--- src/rtl/button_conditioner_pkg.sv ---
// Shared definitions for the button conditioner slice.
//   DEF_*  : default parameter values, expressed in clock cycles.
//   cnt_w  : counter width helper; returns at least 1 bit even for n <= 1.
package button_conditioner_pkg;

  localparam int DEF_WIDTH          = 4;
  localparam int DEF_SAMPLE_CNT_MAX = 25000;  // 200 us at 125 MHz
  localparam int DEF_PULSE_CNT_MAX  = 150;    // ~30 ms of stable samples

  function automatic int cnt_w(input int n);
    return (n <= 1) ? 1 : $clog2(n);
  endfunction

endpackage

--- src/rtl/button_conditioner_if.sv ---
// Button bundle between the board pins and the conditioner.
//   buttons_in : raw asynchronous pins (driven by master)
//   level      : debounced pressed state, 1 = pressed
//   pulse      : one-cycle strobe on each debounced press
// Signal semantics: there is no valid/ready handshake; level is a steady
// state signal and pulse is a self-contained single-cycle enable that the
// consumer must sample on the cycle it is high.
interface button_conditioner_if
  import button_conditioner_pkg::*;
#(
  parameter int WIDTH = DEF_WIDTH
);

  logic [WIDTH-1:0] buttons_in;
  logic [WIDTH-1:0] level;
  logic [WIDTH-1:0] pulse;

  modport master (output buttons_in, input level, input pulse);
  modport slave  (input buttons_in, output level, output pulse);

endinterface

--- src/rtl/button_conditioner_synchronizer.sv ---
// Two-flop synchronizer for asynchronous level inputs (buttons, switches).
//   clk    : destination clock
//   rst    : asynchronous active-high reset, both stages clear to 0
//   async_i: asynchronous inputs
//   sync_o : inputs brought into the clk domain, 2 cycles of latency
module button_conditioner_synchronizer #(
  parameter int WIDTH = 4
) (
  input  logic             clk,
  input  logic             rst,
  input  logic [WIDTH-1:0] async_i,
  output logic [WIDTH-1:0] sync_o
);

  logic [WIDTH-1:0] s1_q;
  logic [WIDTH-1:0] s2_q;

  always_ff @(posedge clk or posedge rst) begin
    if (rst) begin
      s1_q <= '0;
      s2_q <= '0;
    end else begin
      s1_q <= async_i;
      s2_q <= s1_q;
    end
  end

  assign sync_o = s2_q;

endmodule

--- src/rtl/button_conditioner.sv ---
// Push-button conditioner: normalize polarity, synchronize, debounce with a
// shared sample tick and per-bit saturating counters, then emit a one-cycle
// pulse on each debounced press.
//   clk : system clock
//   rst : asynchronous active-high reset; outputs drop to 0 immediately
//   bus : slave side of button_conditioner_if (buttons_in in, level/pulse out)
module button_conditioner
  import button_conditioner_pkg::*;
#(
  parameter int WIDTH          = DEF_WIDTH,
  parameter bit ACTIVE_LOW     = 1'b1,
  parameter int SAMPLE_CNT_MAX = DEF_SAMPLE_CNT_MAX,
  parameter int PULSE_CNT_MAX  = DEF_PULSE_CNT_MAX
) (
  input logic                 clk,
  input logic                 rst,
  button_conditioner_if.slave bus
);

  localparam int TW = cnt_w(SAMPLE_CNT_MAX);
  localparam int PW = cnt_w(PULSE_CNT_MAX + 1);
  localparam logic [TW-1:0] TICK_LAST = TW'(SAMPLE_CNT_MAX - 1);
  localparam logic [PW-1:0] CNT_SAT   = PW'(PULSE_CNT_MAX);

  logic [WIDTH-1:0] norm;
  logic [WIDTH-1:0] sync;
  logic [TW-1:0]    tick_cnt_q, tick_cnt_d;
  logic             tick;
  logic [PW-1:0]    cnt_q [WIDTH];
  logic [PW-1:0]    cnt_d [WIDTH];
  logic [WIDTH-1:0] level;
  logic [WIDTH-1:0] prev_q;

  // Polarity is fixed before synchronization so everything downstream
  // treats 1 as pressed.
  assign norm = ACTIVE_LOW ? ~bus.buttons_in : bus.buttons_in;

  button_conditioner_synchronizer #(.WIDTH(WIDTH)) u_sync (
    .clk    (clk),
    .rst    (rst),
    .async_i(norm),
    .sync_o (sync)
  );

  // Free-running sample tick shared by all bits.
  assign tick       = (tick_cnt_q == TICK_LAST);
  assign tick_cnt_d = tick ? '0 : tick_cnt_q + TW'(1);

  // A single released sample restarts qualification; presses only advance
  // on ticks and saturate so a long hold never re-triggers.
  always_comb begin
    for (int i = 0; i < WIDTH; i++) begin
      cnt_d[i] = cnt_q[i];
      if (!sync[i]) begin
        cnt_d[i] = '0;
      end else if (tick && (cnt_q[i] < CNT_SAT)) begin
        cnt_d[i] = cnt_q[i] + PW'(1);
      end
    end
  end

  always_comb begin
    level = '0;
    for (int i = 0; i < WIDTH; i++) begin
      level[i] = (cnt_q[i] == CNT_SAT);
    end
  end

  always_ff @(posedge clk or posedge rst) begin
    if (rst) begin
      tick_cnt_q <= '0;
      prev_q     <= '0;
      for (int i = 0; i < WIDTH; i++) begin
        cnt_q[i] <= '0;
      end
    end else begin
      tick_cnt_q <= tick_cnt_d;
      prev_q     <= level;
      for (int i = 0; i < WIDTH; i++) begin
        cnt_q[i] <= cnt_d[i];
      end
    end
  end

  assign bus.level = level;
  assign bus.pulse = level & ~prev_q;

endmodule

--- src/flat_wrapper.sv ---
// flat-port wrapper written by rule: the top's interface ports become plain ports
module button_conditioner_flat import button_conditioner_pkg::*;
#(
  parameter int WIDTH          = DEF_WIDTH,
  parameter bit ACTIVE_LOW     = 1'b1,
  parameter int SAMPLE_CNT_MAX = DEF_SAMPLE_CNT_MAX,
  parameter int PULSE_CNT_MAX  = DEF_PULSE_CNT_MAX
)
  (clk, rst, bus_buttons_in, bus_level, bus_pulse);
  button_conditioner_if #(.WIDTH(WIDTH)) bus_i ();
  input logic clk;
  input logic rst;
  input wire logic [$bits(bus_i.buttons_in)-1:0] bus_buttons_in;
  output wire logic [$bits(bus_i.level)-1:0] bus_level;
  output wire logic [$bits(bus_i.pulse)-1:0] bus_pulse;
  assign bus_i.buttons_in = bus_buttons_in;
  assign bus_level = bus_i.level;
  assign bus_pulse = bus_i.pulse;
  button_conditioner #(.WIDTH(WIDTH), .ACTIVE_LOW(ACTIVE_LOW), .SAMPLE_CNT_MAX(SAMPLE_CNT_MAX), .PULSE_CNT_MAX(PULSE_CNT_MAX)) u_core (.clk(clk), .rst(rst), .bus(bus_i));
endmodule
--- config.mk ---
export PLATFORM = sky130hd
export DESIGN_NAME = button_conditioner_flat
export DESIGN_NICKNAME = d
export VERILOG_FILES = /design/src/rtl/button_conditioner_pkg.sv /design/src/rtl/button_conditioner_if.sv /design/src/rtl/button_conditioner_synchronizer.sv /design/src/rtl/button_conditioner.sv /design/src/flat_wrapper.sv
export SDC_FILE = /design/constraint.sdc
export NUM_CORES = 1
export LEC_CHECK = 0
export ABC_AREA = 0
export CORE_AREA = 2 2 77 79
export DETAILED_ROUTE_END_ITERATION = 6
export DIE_AREA = 0 0 79 81
export DONT_BUFFER_PORTS = 1
export PLACE_DENSITY = 0.7
export REMOVE_ABC_BUFFERS = 1
export SLEW_MARGIN = 40
export SYNTH_ARGS = -nofsm -noshare
export SYNTH_HDL_FRONTEND = slang
export SYNTH_SLANG_ARGS = --single-unit
--- constraint.sdc ---
create_clock -name clk -period 1.8 [get_ports clk]
set_input_delay 0.27 -clock clk [delete_from_list [all_inputs] [get_ports clk]]
set_output_delay 0.27 -clock clk [all_outputs]
set_load 0.005 [all_outputs]
After elaboration in Yosys (flattened, before gate mapping)
Index checks and enable logic that the tools add are counted.
{"block": "totals", "inputBits": 6, "output_inout_bits": 8, "reg_bits": 59, "elab_cells": 42}
{"block": "op_classes", "n_eq_ne": 9, "n_mux": 9, "n_addsub": 5, "n_reduce_logical": 4, "magnitude_cmp": 4, "n_bitwise": 3}
{"operator": "$mux W8", "n": 8}
{"operator": "$add A8 B1 Y8 const B", "n": 4}
{"operator": "$eq A8 B8 Y1 const B", "n": 4}
{"operator": "$lt A8 B8 Y1 const B", "n": 4}
{"operator": "$add A15 B1 Y15 const B", "n": 1}
{"operator": "$eq A15 B15 Y1 const B", "n": 1}
{"operator": "$mux W15", "n": 1}
{"operator": "$ne A2 B1 Y1 const B", "n": 4}
{"operator": "$not A4 Y4", "n": 2}
{"operator": "$and A4 B4 Y4", "n": 1}
{"operator": "$logic_and A1 B1 Y1", "n": 4}

Logic depth before layout (Yosys ltp)
Gate-level depths: netlist of run 1.
{"block": "logic_depth", "ltp_word": 4, "ltp_mapped": 8, "depth_no_buf": 5}

Modules after synthesis
From an unflattened synthesis of run 1, not the netlist that was laid out.
{"block": "unflattened", "cells_unflattened": 290, "area_unflattened_um2": 2904.0}
{"mod": "button_conditioner", "instances": 1, "cells_each": 281, "area_per_inst_um2": 2700.1}
{"mod": "button_conditioner_synchronizer", "instances": 1, "cells_each": 9, "area_per_inst_um2": 203.9}

Worst setup path after synthesis of run 1
Ideal clock, no wire load.
{"block": "synth_timing", "kind": "register -> register", "from": "register u_core.tick_cnt_q[0]", "to": "register u_core.cnt_q[29] (netlist bit)", "slack_ns": 0.019, "required_time_ns": 1.721, "arrival_time_ns": 1.702, "path_buffers": 2, "setup_ns": 0.079, "path_stages_with_launch": 8, "path_cell_list": "dfrtp_1 -> ha_1 -> and2_1 -> clkbuf_2 -> nand4_4 -> buf_2 -> nor4_1 -> mux2i_1"}
{"block": "synth_between", "elab_chain_len": 3}
{"item": "start: declaration", "line": "button_conditioner.sv:27", "rtl": "logic [TW-1:0] tick_cnt_q, tick_cnt_d;"}
{"item": "start signal: assignment", "line": "button_conditioner.sv:77", "rtl": "tick_cnt_q <= tick_cnt_d;"}
{"item": "$eq A15 B15 Y1", "line": "button_conditioner.sv:46", "rtl": "assign tick = (tick_cnt_q == TICK_LAST);"}
{"item": "$logic_and A1 B1 Y1", "line": "button_conditioner.sv:56", "rtl": "end else if (tick && (cnt_q[i] < CNT_SAT)) begin"}
{"item": "$ne A2 B1 Y1 (no line)"}
{"item": "end signal: indexed assignment", "line": "button_conditioner.sv:80", "rtl": "cnt_q[i] <= cnt_d[i];"}
{"item": "end: declaration", "line": "button_conditioner.sv:29", "rtl": "logic [PW-1:0] cnt_q [WIDTH];"}
No other way between the ends.
A chain may end at the register's enable or synchronous reset.

Worst setup path in the final report of run 1
{"block": "layout_timing", "from": "register u_core.tick_cnt_q[9]", "to": "register u_core.cnt_q[27] (netlist bit)"}
The elaborated chain is that of the path after synthesis.

==> summary.md, run 1 <==
| Metric | Value |
|---|---|
| CTS Root Cell | `clkbuf_8` |
| Final ANT Viol Nets | `0` |
| CP Launch Type | `register` |
| Max Root-Sink Buffers | `2` |
| Vias in the first global route | `2,170` |
| FF-to-FF Start | `u_core.tick_cnt_q[9]` |
| Yosys reg bits | `59` |
| Synth top area cells | `dfrtp_1, o31ai_1, or4_1, a21oi_1, ha_1` |
| Largest net degree at the start of global routing | `43` |
| Least-Margin Pin Slew | `592 ps` |
| # rows | `28` |
| Core ar. | `5680 um^2` |
| Hold Crit Class | `reg -> reg` |
| Fin crit share | `105%` |
| GRT Resource Usage Total | `20.1%` |
| Sink Count | `59` |
| Syn_area_per_cell | `10.2 um^2` |
| Area of the multi-input gates | `1510 um^2` |
| Crit path capture | `u_core.cnt_q[27]` |
| Pins Over Slew Limit | `0` |
| Worst setup EP type | `register` |
| Hold Fails Final Rpt | `0` |
| Post-synth top area share | `49.9%` |
| Grt ovf | `0` |
| First-pass GRT wire length | `9910 um` |
| EDFF count, synth | `0` |
| Async SR Flop Fraction | `100%` |
| WL final | `6080 um` |
| Area delta synth->final | `25.7%` |
| Finished Core Util | `65.5%` |
| CP Data Required Time | `2070 ps` |
| Top FF cell, synth | `dfrtp_1` |
| RSZ-0062 raised after global routing | `true` |
| Max frequency | `0.529 GHz` |
| Yosys Warn Count | `0` |
| Crit Path Category | `reg -> reg` |
| Post-synthesis cell area | `2960 um^2` |
| Failing checks | `setup timing` |
| Initial antenna violation count | `0` |
| MaxCap Viol Count | `0` |
| Dpl hpwl | `3790 um` |
| Layout cells sized above 1 | `26.0%` |
| Die area | `6400 um^2` |
| R2r endpoint | `u_core.cnt_q[27]` |
| CP max FO | `27` |
| TNS Setup | `-851 ps` |
| PortBufs | `0` |
| ANT cells | `0` |
| Die width | `79 um` |
| Routability Congestion | `0.847` |
| Final setup fails | `15` |
| Crit path launch | `u_core.tick_cnt_q[9]` |
| Seq/Total Area, Yosys | `49.9%` |
| Fin Clk Skew | `3.90 ps` |
| Leak pwr | `1.53 nW` |
| Outcome | `complete, but fails checks` |
| Area leader, netlist | `dfrtp_1` |
| Skew-Pair Late Insertion Delay | `340 ps` |
| Cell area power density | `696 nW/um^2` |
| Total Power | `2.59 mW` |
| VDD IR max | `516 uV` |
| Clock Pin Slew Worst Setup and Hold Paths | `70 ps` |
| Crit path DAT | `2160 ps` |
| Mapped Cells | `291` |
| DR iter-0 viols | `136` |
| Worst setup margin | `-89.2 ps` |
| Drc violations | `0` |
| Yosys cell types | `40` |
| Fillers | `460` |
| Total CTS buffers | `9` |
| H-tree Lvls | `3` |
| Routed via count | `2,377` |
| Max-slew headroom | `60.3%` |
| FF-to-FF path depth | `5` |
| Layout Nets | `348` |
| IO Pins | `14` |
| R2R setup slack | `-90 ps` |
| Die Ht | `81 um` |
| Reg area | `1480 um^2` |
| Period minus WS final | `1890 ps` |
| Vias/cell | `5.76` |
| Initial Util | `52.1%` |
| Wirelength per Cell | `14.7 um` |
| CTS tree | `yes` |
| TritonRoute pass-1 iters | `4` |
[cell families after synthesis]
kind of cell | share of synthesized area [%]
flops | 49.9
simple gates | 23.6
xor+xnor | 3.26
buf+inv | 3.76
fa+ha+maj | 3.81
compound gates | 14.3
mux | 1.35
[worst max-delay path, cell delays in order (launching register included)]
cell,delay [ps]
dfrtp_1,410
nor4_4,360
nand4_4,180
buf_12,200
or4_4,520
a21oi_2,150
[final cells by class]
type	count	share of cell area, %
timing repair buffer	40	9.90
sequential	59	39.9
clock inverter	5	1.41
tap	75	2.52
multi-input combinational	205	40.6
clock buffer	11	3.80
inverter	18	1.82
[metrics by stage]
stage	cells	setup WS, ps	hold slack [ps]	cell area, um^2
4_1_cts	402	-59.8	351	3500
3_5_place_dp	379	-72.0	168	3210
2_1_floorplan	282	-188	329	2910
6_report	413	-89.2	347	3720
5_1_grt	413	-149	365	3720
3_3_place_gp	379	-1.28	164	3210
[cells in the final DEF (no fill, tap or decap), types with 3 or more instances in the layout]
| cell | instances |
|---|---|
| or3_1 | 7 |
| a21oi_1 | 15 |
| nor2_1 | 9 |
| buf_4 | 31 |
| mux2i_1 | 4 |
| nand4_1 | 7 |
| nand3b_1 | 4 |
| nand2b_1 | 5 |
| dfrtp_1 | 53 |
| o21a_1 | 4 |
| xnor2_1 | 4 |
| o21ai_0 | 12 |
| clkbuf_8 | 10 |
| nand3_1 | 11 |
| ha_1 | 8 |
| inv_1 | 16 |
| a21oi_2 | 8 |
| xor2_1 | 7 |
| buf_12 | 3 |
| clkinv_2 | 3 |
| dlygate4sd3_1 | 5 |
| or4_1 | 10 |
| o31ai_1 | 18 |
| nand2_1 | 20 |
| dfrtp_2 | 6 |
| nor4_2 | 6 |
| a21boi_1 | 6 |
| and2_1 | 5 |
| or4_4 | 8 |
[metal layers]
layer	share of wire [%]	global-route usage, %	wire [um]
met5	0	0	0
met4	1.4	7.24	87
met3	3.7	6.33	226
met2	49	33.1	2990
met1	46	25.0	2770
[timing repair]
item                                   4_1_cts  5_1_grt
setup buffers                                2       10
pin swaps                                    4        4
gates cloned                                 0        1
endpoints found under the hold margin       21        0
resized for setup                            9       34
setup endpoints to repair                   22       30
hold buffers                                 5        0
[state kept, by name (all words and copies together), names as in the netlist]
signal and flops:
u_core.cnt_q 32, u_core.tick_cnt_q 15, u_core.prev_q 4, u_core.u_sync.s1_q 4
u_core.u_sync.sync_o 4
[synthesized netlist by cell type, types with 2 or more instances]
library cell	count
o31ai_1	18
o21a_1	4
and3_1	2
nor3_1	2
or4_1	18
nand3b_1	4
nand2_1	20
nand2b_1	5
o21ai_1	2
ha_1	9
nor2_1	9
nor2b_1	4
nor4_1	8
and2_1	5
mux2i_1	4
clkbuf_1	6
o21ai_0	12
nand3_1	11
and4_1	2
nor3b_1	3
a21oi_1	23
dfrtp_1	59
or3_1	7
xor2_1	7
nand4_1	7
a21boi_0	6
xnor2_1	4
inv_1	18
[power breakdown]
group | switching, mW | internal, mW
sequential | 0.00717 | 1.33
combinational | 0.0381 | 0.0162
clock | 0.523 | 0.669
[worst min-delay path by stage]
stage	startpoint	end	cells past startpoint	slack, ps
floorplan	bus_buttons_in[0]	u_core.u_sync.s1_q[0]	1	330
global placement	rst	u_core.u_sync.s1_q[0]	1	160
detailed placement	rst	u_core.prev_q[0]	1	170
CTS	u_core.u_sync.s1_q[2]	u_core.u_sync.sync_o[2]	0	350
global route	u_core.u_sync.s1_q[2]	u_core.u_sync.sync_o[2]	0	370
finish	u_core.u_sync.s1_q[2]	u_core.u_sync.sync_o[2]	0	350
Note: power is estimated with default switching activity, not from simulation.
==> run 2: changes to the inputs <==
- clock period: 1.8 -> 1.5 ns (I/O delays scaled with it)
==> summary.md, run 2 (synthesis results as in run 1) <==
| Metric | Value |
|---|---|
| Outcome | `complete, but fails checks` |
| Failing checks | `setup timing` |
| VDD IR max | `674 uV (+31%)` |
| Fin crit share | `125% (+20 points)` |
| FF-to-FF Start | `u_core.tick_cnt_q[4]` |
| # rows | `28 (unchanged)` |
| CTS tree | `yes` |
| Routability Congestion | `0.887 (+4.8%)` |
| Most common cell after layout, fill and taps aside | `buf_4` |
| Routed via count | `2,564 (+7.9%)` |
| Max-slew headroom | `53.6% (-6.7 points)` |
| Die Ht | `81 um (unchanged)` |
| Least-Margin Pin Slew | `689 ps (+97.5 ps)` |
| Cell area power density | `829 nW/um^2 (+19%)` |
| GRT Resource Usage Total | `22.1% (+2.0 points)` |
| Most frequent cells in the layout | `buf_4, dfrtp_1, nand2_1` |
| Hold Crit Class | `reg -> reg` |
| Pins Over Slew Limit | `0 (unchanged)` |
| MaxCap Viol Count | `0 (unchanged)` |
| Crit path DAT | `2130 ps (-30 ps)` |
| Sink Count | `59 (unchanged)` |
| Top flop regs | `u_core.cnt_q (32), u_core.tick_cnt_q (15)` |
| TNS Setup | `-9870 ps (-9020 ps)` |
| Drc violations | `0 (unchanged)` |
| CP max FO | `22 (-19%)` |
| Final ANT Viol Nets | `0 (unchanged)` |
| Fillers | `405 (-12%)` |
| Top reg by flops | `u_core.cnt_q` |
| Layout Nets | `387 (+11%)` |
| Skew-Pair Late Insertion Delay | `340 ps (about the same)` |
| Hold slack final | `351 ps (+4.24 ps)` |
| Initial Util | `52.1% (unchanged)` |
| Crit Path Category | `reg -> reg` |
| Largest net degree at the start of global routing | `41 (-4.7%)` |
| Hold Path End | `u_core.u_sync.sync_o[1]` |
| Placed Instances | `413 (+9.0%)` |
| Setup WS pre-CTS | `-341 ps (-269 ps)` |
| Leak pwr | `1.79 nW (+17%)` |
| Min-Delay Path Depth | `0 (unchanged)` |
| Die area | `6400 um^2 (unchanged)` |
| Vias/cell | `5.67 (-1.4%)` |
| CP Launch Type | `register` |
| R2R setup slack | `-370 ps (-280 ps)` |
| Finished Core Util | `72.5% (+7.0 points)` |
| Max frequency | `0.535 GHz (+1.2%)` |
| Max Root-Sink Buffers | `2 (unchanged)` |
| Clock Pin Slew Worst Setup and Hold Paths | `70 ps (about the same)` |
| Fin Clk Skew | `5.03 ps (+1.13 ps)` |
| Grt ovf | `0 (unchanged)` |
| H-tree Lvls | `3 (unchanged)` |
| Wirelength per Cell | `15.2 um (+3.4%)` |
| Core ar. | `5680 um^2 (unchanged)` |
| Layout cells sized above 1 | `36.1% (+10 points)` |
| CP Data Required Time | `1760 ps (-310 ps)` |
| Period minus WS final | `1870 ps (-21.5 ps)` |
| FF-to-FF path depth | `5 (unchanged)` |
| CTS Root Cell | `clkbuf_8` |
| IO Pins | `14 (unchanged)` |
| ANT cells | `0 (unchanged)` |
| PortBufs | `0 (unchanged)` |
| TritonRoute pass-1 iters | `4 (unchanged)` |
| RSZ-0062 raised after global routing | `true` |
| WL final | `6880 um (+13%)` |
| R2r endpoint | `u_core.cnt_q[22]` |
| Area delta synth->final | `39.1%` |
| Vias in the first global route | `2,497 (+15%)` |
| Fin cells | `452 (+9.4%)` |
| Total CTS buffers | `9 (unchanged)` |
| Largest register FFs | `32 (unchanged)` |
| Die width | `79 um (unchanged)` |
| Hold Fails Final Rpt | `0 (unchanged)` |
| HP Start | `u_core.u_sync.s1_q[1]` |
| Worst setup margin | `-368 ps (-278 ps)` |
| Final setup fails | `41 (+26)` |
| First-pass GRT wire length | `11,000 um (+11%)` |
| DR iter-0 viols | `204 (+50%)` |
| Initial antenna violation count | `0 (unchanged)` |
| Worst setup EP type | `register` |
| Dpl hpwl | `4060 um (+7.1%)` |
==> run 2: cell types whose count changed in the layout (fill, tap and decap cells not counted), sizes merged <==
cell / before / now
buf: 34 / 74
clkbuf: 12 / 9
bufinv: 1 / 3
==> run 2: worst max-delay path by stage <==
stage | start | endpoint | slack, ps | cells after the start
after global placement | u_core.tick_cnt_q[9] | u_core.cnt_q[5] | -280 | 5
after global routing | u_core.tick_cnt_q[4] | u_core.cnt_q[22] | -440 | 5
after detailed placement | u_core.tick_cnt_q[9] | u_core.cnt_q[3] | -340 | 5
final | u_core.tick_cnt_q[4] | u_core.cnt_q[22] | -370 | 5
after floorplan | u_core.tick_cnt_q[0] | u_core.cnt_q[5] | -490 | 5
after CTS | u_core.tick_cnt_q[9] | u_core.cnt_q[22] | -330 | 5
==> run 2: area by class of cell <==
cell class / count / area, um^2 / area share [%]
inverters: 18 / 67.6 / 1.64
repair buffers: 79 / 653 / 15.9
well taps: 75 / 93.8 / 2.28
multi-input cells: 205 / 1580 / 38.5
clock inverters: 7 / 116 / 2.83
flip-flops and latches: 59 / 1480 / 35.9
clock buffers: 9 / 124 / 3.01
==> run 2: what timing repair did <==
action,4_1_cts,5_1_grt
cloned,1,0
gates resized for setup,26,37
hold buffers,5,0
hold endpoints to repair,63,0
pin swaps,3,8
setup buffers,10,8
endpoints found under the setup margin,45,46
==> run 2: critical path, stage by stage (launching register included) <==
cell and delay, ps:
dfrtp_1 420, nor4_4 350, nand4_4 150, buf_12 180, or4_1 530, a21oi_2 160
==> run 2: power by group <==
part	switching [mW]	internal (mW)	total (mW)
combinational	0.0466	0.0176	0.0643
sequential	0.00879	1.60	1.61
clock	0.638	1.10	1.74
total	0.693	2.72	3.41
==> run 2: routing by layer <==
metal | routed length [um] | GRT usage (%) | vias up
met5 | 0 | 0 | -
met4 | 50 | 5.86 | 0
met3 | 280 | 7.11 | 6
met2 | 3630 | 37.9 | 51
met1 | 2920 | 27.1 | 1267
li1 | - | - | 1240
==> run 2: per-stage QoR <==
stage	instance area, um^2	total power, mW
finish	4110	3.41
global route	4110	3.54
CTS	3920	3.45
detailed placement	3440	1.69
global placement	3440	1.69
floorplan	2910	1.67
